==> config.mk <==
export PLATFORM = sky130hd
export DESIGN_NAME = rtc_time_ascii
export DESIGN_NICKNAME = d
export VERILOG_FILES = /design/src/rtl/rtc_ascii_pkg.sv /design/src/rtl/bcd_to_ascii.sv /design/src/rtl/rtc_time_ascii.sv
export SDC_FILE = /design/constraint.sdc
export NUM_CORES = 1
export LEC_CHECK = 0
export ABC_AREA = 1
export BUFFER_PORTS_ARGS = -buffer_cell sky130_fd_sc_hd__buf_2
export CAP_MARGIN = 20
export CORE_MARGIN = 1
export CORE_UTILIZATION = 50
export CTS_BUF_LIST = sky130_fd_sc_hd__clkbuf_16
export CTS_CLUSTER_DIAMETER = 80
export CTS_CLUSTER_SIZE = 12
export DETAILED_ROUTE_END_ITERATION = 8
export PLACE_DENSITY = 0.68
export SLEW_MARGIN = 30
export SYNTH_ARGS = -nofsm -noshare
export SYNTH_HDL_FRONTEND = slang
export SYNTH_SLANG_ARGS = --single-unit
export TNS_END_PERCENT = 1
==> constraint.sdc <==
create_clock -name clk -period 1.9 [get_ports clk]
set_input_delay 0.19 -clock clk [delete_from_list [all_inputs] [get_ports clk]]
set_output_delay 0.19 -clock clk [all_outputs]
set_load 0.02 [all_outputs]
==> src/rtl/rtc_ascii_pkg.sv <==
// -----------------------------------------------------------------------------
// rtc_ascii_pkg
// Shared types and constants for the RTC time-to-ASCII framer.
//   state_e    : framer FSM states (IDLE, SEND)
//   ASCII_*    : byte constants used to build the frame
//   IDX_W      : width of the byte index within a frame
//   FRAME_LEN  : bytes per frame; 10 (CR LF terminator) when
//                RTC_TIME_ASCII_CRLF_EN is defined, otherwise 9 (LF only)
// -----------------------------------------------------------------------------
package rtc_ascii_pkg;

  typedef enum logic {
    IDLE = 1'b0,
    SEND = 1'b1
  } state_e;

  localparam logic [7:0] ASCII_0  = 8'h30;
  localparam logic [7:0] ASCII_Q  = 8'h3F;
  localparam logic [7:0] ASCII_CR = 8'h0D;
  localparam logic [7:0] ASCII_LF = 8'h0A;

  localparam int IDX_W = 4;

`ifdef RTC_TIME_ASCII_CRLF_EN
  localparam logic [IDX_W-1:0] FRAME_LEN = 4'd10;
`else
  localparam logic [IDX_W-1:0] FRAME_LEN = 4'd9;
`endif

endpackage

==> src/rtl/bcd_to_ascii.sv <==
// -----------------------------------------------------------------------------
// bcd_to_ascii
// Combinational conversion of one BCD nibble to its ASCII digit.
//   nibble  in  4 : BCD digit
//   ascii   out 8 : '0'..'9', or '?' for a non-decimal nibble
//   invalid out 1 : nibble is greater than 9
// -----------------------------------------------------------------------------
module bcd_to_ascii
  import rtc_ascii_pkg::*;
(
  input  logic [3:0] nibble,
  output logic [7:0] ascii,
  output logic       invalid
);

  always_comb begin
    invalid = (nibble > 4'd9);
    ascii   = invalid ? ASCII_Q : (ASCII_0 + {4'h0, nibble});
  end

endmodule

==> src/rtl/rtc_time_ascii.sv <==
// -----------------------------------------------------------------------------
// rtc_time_ascii
// Waits for the RTC's BCD time word to hold one new value for SETTLE_CYCLES
// cycles, snapshots it, and streams "HH:MM:SS" plus a line terminator as
// ASCII bytes over a valid/ready interface.
//
// Parameters
//   SETTLE_CYCLES : cycles data_in must hold one value before capture (1..65535)
//   SEP_CHAR      : byte placed between the hour/minute/second fields
// Ports
//   clk        in   system clock
//   rst_n      in   asynchronous active-low reset
//   data_in    in   24-bit BCD time {hours, minutes, seconds}
//   tx_data    out  current frame byte (8'h00 when no frame is in flight)
//   tx_valid   out  tx_data holds a byte to transfer
//   tx_ready   in   sink accepts the byte
//   busy       out  frame in flight
//   frame_done out  single-cycle pulse when the last byte is accepted
//   bcd_err    out  sticky: some captured nibble was not a decimal digit
//
// Handshake: a byte transfers on every rising clk edge where tx_valid and
// tx_ready are both high. Once tx_valid is raised it stays high, and tx_data
// stays constant, until that transfer happens.
//
// Build option: define RTC_TIME_ASCII_CRLF_EN for a CR LF terminator
// (10-byte frame); the default build ends each frame with LF only (9 bytes).
// -----------------------------------------------------------------------------
module rtc_time_ascii
  import rtc_ascii_pkg::*;
#(
  parameter logic [15:0] SETTLE_CYCLES = 16'd1000,
  parameter logic [7:0]  SEP_CHAR      = 8'h3A
) (
  input  logic        clk,
  input  logic        rst_n,
  input  logic [23:0] data_in,
  output logic [7:0]  tx_data,
  output logic        tx_valid,
  input  logic        tx_ready,
  output logic        busy,
  output logic        frame_done,
  output logic        bcd_err
);

  localparam logic [15:0]      STAB_MAX = SETTLE_CYCLES - 16'd1;
  localparam logic [IDX_W-1:0] LAST_IDX = FRAME_LEN - 4'd1;

  state_e           state_q, state_d;
  logic [23:0]      prev_in_q, prev_in_d;
  logic [23:0]      last_sent_q, last_sent_d;
  logic [23:0]      snap_q, snap_d;
  logic [15:0]      stab_cnt_q, stab_cnt_d;
  logic [IDX_W-1:0] idx_q, idx_d;
  logic             bcd_err_q, bcd_err_d;

  logic             in_stable;
  logic             capture;
  logic             handshake;
  logic             snap_bad;
  logic [7:0]       frame_byte;
  logic [7:0]       digit [6];
  logic [5:0]       dig_inv;

  // Digit g converts snap[4g+3:4g]: 5 = hour tens ... 0 = second units.
  for (genvar g = 0; g < 6; g++) begin : g_dig
    bcd_to_ascii u_bcd_to_ascii (
      .nibble  (snap_q[4*g +: 4]),
      .ascii   (digit[g]),
      .invalid (dig_inv[g])
    );
  end

  // Stability tracking runs in both states so that a value changing during
  // SEND is already settled (or settling) by the time the FSM returns.
  always_comb begin
    in_stable = (data_in == prev_in_q);
    prev_in_d = data_in;
    if (!in_stable) begin
      stab_cnt_d = 16'd0;
    end else if (stab_cnt_q != STAB_MAX) begin
      stab_cnt_d = stab_cnt_q + 16'd1;
    end else begin
      stab_cnt_d = stab_cnt_q;
    end
  end

  always_comb begin
    capture   = (state_q == IDLE) && in_stable && (stab_cnt_q == STAB_MAX) &&
                (data_in != last_sent_q);
    handshake = tx_valid && tx_ready;
    // Invalid digits are visible as soon as the snapshot drives the
    // converters, so the flag rises together with tx_valid.
    snap_bad  = (state_q == SEND) && (|dig_inv);
  end

  // Byte selection depends only on idx and the snapshot, which keeps tx_data
  // stable under backpressure.
  always_comb begin
    frame_byte = 8'h00;
    case (idx_q)
      4'd0:    frame_byte = digit[5];
      4'd1:    frame_byte = digit[4];
      4'd2:    frame_byte = SEP_CHAR;
      4'd3:    frame_byte = digit[3];
      4'd4:    frame_byte = digit[2];
      4'd5:    frame_byte = SEP_CHAR;
      4'd6:    frame_byte = digit[1];
      4'd7:    frame_byte = digit[0];
`ifdef RTC_TIME_ASCII_CRLF_EN
      4'd8:    frame_byte = ASCII_CR;
      4'd9:    frame_byte = ASCII_LF;
`else
      4'd8:    frame_byte = ASCII_LF;
`endif
      default: frame_byte = 8'h00;
    endcase
  end

  always_comb begin
    state_d     = state_q;
    idx_d       = idx_q;
    snap_d      = snap_q;
    last_sent_d = last_sent_q;
    bcd_err_d   = bcd_err_q | snap_bad;
    tx_valid    = 1'b0;
    busy        = 1'b0;
    tx_data     = 8'h00;
    frame_done  = 1'b0;
    bcd_err     = bcd_err_q | snap_bad;

    case (state_q)
      IDLE: begin
        if (capture) begin
          snap_d  = data_in;
          idx_d   = '0;
          state_d = SEND;
        end
      end
      SEND: begin
        tx_valid = 1'b1;
        busy     = 1'b1;
        tx_data  = frame_byte;
        if (tx_ready) begin
          if (idx_q == LAST_IDX) begin
            frame_done  = 1'b1;
            last_sent_d = snap_q;
            idx_d       = '0;
            state_d     = IDLE;
          end else begin
            idx_d = idx_q + 4'd1;
          end
        end
      end
      default: state_d = IDLE;
    endcase
  end

  // handshake only feeds the SEND branch through tx_ready; kept as a named
  // term for assertion binding.
  logic handshake_unused;
  assign handshake_unused = handshake;

  always_ff @(posedge clk or negedge rst_n) begin
    if (!rst_n) begin
      state_q     <= IDLE;
      prev_in_q   <= 24'h000000;
      last_sent_q <= 24'hFFFFFF;
      snap_q      <= 24'h000000;
      stab_cnt_q  <= 16'd0;
      idx_q       <= '0;
      bcd_err_q   <= 1'b0;
    end else begin
      state_q     <= state_d;
      prev_in_q   <= prev_in_d;
      last_sent_q <= last_sent_d;
      snap_q      <= snap_d;
      stab_cnt_q  <= stab_cnt_d;
      idx_q       <= idx_d;
      bcd_err_q   <= bcd_err_d;
    end
  end

endmodule

==> impl_results.md <==
- Max cap viols: 0
- Netlist Area Pre-Place: 4940 um2
- Initial antenna violation count: 0
- Nets: 740
- Vias in the first global route: 4,036
- Hpwl dp: 7860 um
- Final worst slack: -145 ps
- Final ANT Viol Nets: 0
- Internal power: 3.11 mW
- Number of synthesized flops with an enable pin: 0
- Cts bufs inserted: 9
- H-tree levels: 3
- Port Buffer Count: 36
- Main synth FF type: dfrtp_1
- Place WS: -66.2 ps
- GRT Total Usage: 23.6%
- WL per Instance: 13.3 um
- Sequential power share: 51.1%
- Status: finished, violations left
- Final Hold Viols: 0
- Diode count: 0
- First-pass GRT wire length: 18,600 um
- Starting DRC count in detailed routing: 209
- CP arrival: 1850 ps
- Clock power share: 43.2%
- Failing checks: negative setup slack
- Die height: 101 um
- RSZ-0062 raised after global routing: yes
- Clock sink count: 94
- Net Sw Frac: 22.2%
- Vias: 4,185
- Filler cells: 797
- Area Overhead vs Synth: 21.5%
- Remaining DRCs: 0
- Initial core utilization: 52.5%
- Final Wtd Congestion: 0.957
- Worst IR Drop VDD: 0.389 mV
- Die width: 101 um
- Pin count of the biggest net entering global routing: 43
- Clock Path Buffers: 2
- Psw: 885 uW
- CP endpoint kind: primary output
- Final wirelength: 11,200 um
- Crit-path max FO: 5
- Fraction of layout cells with a size suffix above 1: 28.1%
- Period utilization: 108%
- WS Path Type: reg -> out
- DRT Pass-1 Iters: 5
- Site Rows: 35
- Max Slew Vio Count: 0
- CP Data Required Time: 1710 ps
- TritonCTS clock tree: yes
- FF+latch count, synth: 94
- Worst Setup Start Kind: register
- Core ar.: 9420 um2
- Clock skew: 9.57 ps
- Top Ports: 39
- Setup Viol. Count Final: 7
- Leakage Power: 3.05 nW
- Synth async-reset ratio: 100%
- Fmax: 489 MHz
- YS warnings: 0
- Mapped Cells: 646
- Clock Latency Late Sink: 340 ps
- Final min period: 2040 ps
- Mapped Avg Cell Area: 7.65 um2
- Combinational fraction of design power: 5.7%
- Netlist cell types: 37
- Clock-pin slew on the worst setup and hold paths: 60 ps
- Vias/cell: 4.97
- Die ar.: 10,300 um2
- PwrDens: 665 nW/um2
- Hold crit path type: in -> reg
- Register area share after synthesis: 48.2%
- Root Driver: clkbuf_16
- Overflow after GRT: 0
- Final core utilization: 63.8%
[Yosys cell counts, types with 3 or more instances]
library cell / instances / share of area (%)
o21ai_2: 16 / 2.8
nor3_1: 12 / 1.2
buf_6: 5 / 1.1
buf_2: 3 / 0.30
nand3_1: 19 / 1.9
inv_2: 20 / 1.5
inv_1: 78 / 5.9
dfrtp_1: 70 / 35
a21oi_1: 11 / 1.1
nand2_1: 219 / 17
buf_4: 4 / 0.61
ha_1: 5 / 1.3
nor2_1: 57 / 4.3
nand2_2: 4 / 0.51
xnor2_1: 6 / 1.1
nand3b_1: 3 / 0.46
dfstp_2: 24 / 13
o21ai_1: 8 / 0.81
nor4_1: 3 / 0.38
o21ai_0: 49 / 5.0
nand4_1: 3 / 0.38
xor2_1: 6 / 1.1
nor2_2: 4 / 0.51
[flip-flops by register name, indices dropped and copies added (netlist names)]
signal,count
bcd_err_q,1
idx_q,4
stab_cnt_q,16
prev_in_q,24
snap_q,24
last_sent_q,24
state_q,1
[cell families after synthesis]
family	Yosys count	share of synthesized area [%]
fa+ha+maj	5	1.27
compound gates	92	11.0
buf+inv	111	9.59
other cells	1	0.0758
simple gates	331	27.8
flops	94	48.2
xor+xnor	12	2.13
[layout make-up]
cell class                      instances  area, um2  share of cell area (%)
Sequential cell                        94       2390                    39.8
Timing Repair Buffer                   63        515                    8.58
Clock buffer                            9        225                    3.75
Clock inverter                          7       58.8                   0.979
Tap cell                              129        161                    2.69
Multi-Input combinational cell        442       2280                    38.0
Inverter                               98        375                    6.25
[metal layers]
metal  GRT usage (%)  up-vias  wire [um]
li1                -     2122          -
met1            31.9     1960       5220
met2            39.2       84       5450
met3            3.80       19        380
met4            7.25        0        178
met5               0        -          0
[power groups by stage]
stage | clock network [mW] | logic (mW) | registers (mW)
floorplan | 0 | 0.111 | 2.08
global placement | 0 | 0.222 | 2.08
detailed placement | 0 | 0.227 | 2.08
CTS | 1.76 | 0.233 | 2.04
global route | 1.83 | 0.266 | 2.04
finish | 1.73 | 0.227 | 2.04
[repair_timing]
action | 4_1_cts | 5_1_grt
buffers inserted | 5 | 4
hold buffers | 3 | 0
pin swaps | 8 | 10
endpoints found under the hold margin | 28 | 0
gates cloned | 1 | 0
resized for setup | 49 | 50
endpoints found under the setup margin | 23 | 65
[cell usage in the layout (no fill, tap or decap), types with 4 or more instances in the layout]
master and instances:
buf_6 4, o21ai_1 16, nand3_1 19, nor3_1 11, nand2_2 18, dfrtp_2 4
xor2_1 6, nor2_2 12, dfstp_2 24, buf_12 5, nor2_1 44, nand2_1 202
a21oi_1 11, o21ai_0 36, o21ai_2 21, xnor2_1 6, nor2_4 5, inv_1 73
inv_2 25, dfrtp_1 66, clkbuf_16 9, buf_2 30, buf_4 19
[metrics by stage]
step	cells	hold WS (ps)	instance area, um2	total power, mW	TNS [ps]
after detailed placement	813	172	5330	2.30	-689
after global routing	842	0.400	6010	4.14	-2520
after floorplan	647	-106	4950	2.19	0
after global placement	813	170	5330	2.30	-557
after CTS	838	0.517	5850	4.03	-601
final	842	5.73	6010	3.99	-627
[final timing paths]
check,startpoint,end,slack [ps],cells after the start
max,idx_q[1],tx_data[3],-140,8
min in group asynchronous,rst_n,prev_in_q[12],340,2
max reg2reg,idx_q[1],last_sent_q[20],40,11
max in group asynchronous,rst_n,last_sent_q[18],860,3
min,data_in[10],prev_in_q[10],6,1
min reg2reg,last_sent_q[1],last_sent_q[1],470,2
[worst max-delay path: stages, from the launching register on]
cell and delay [ps]:
dfrtp_1 410, inv_2 90, ha_4 180, inv_2 100
nor2_4 60, buf_4 130, a211oi_2 210, a41oi_2 160
buf_4 180
(Power assumes the default switching activity.)
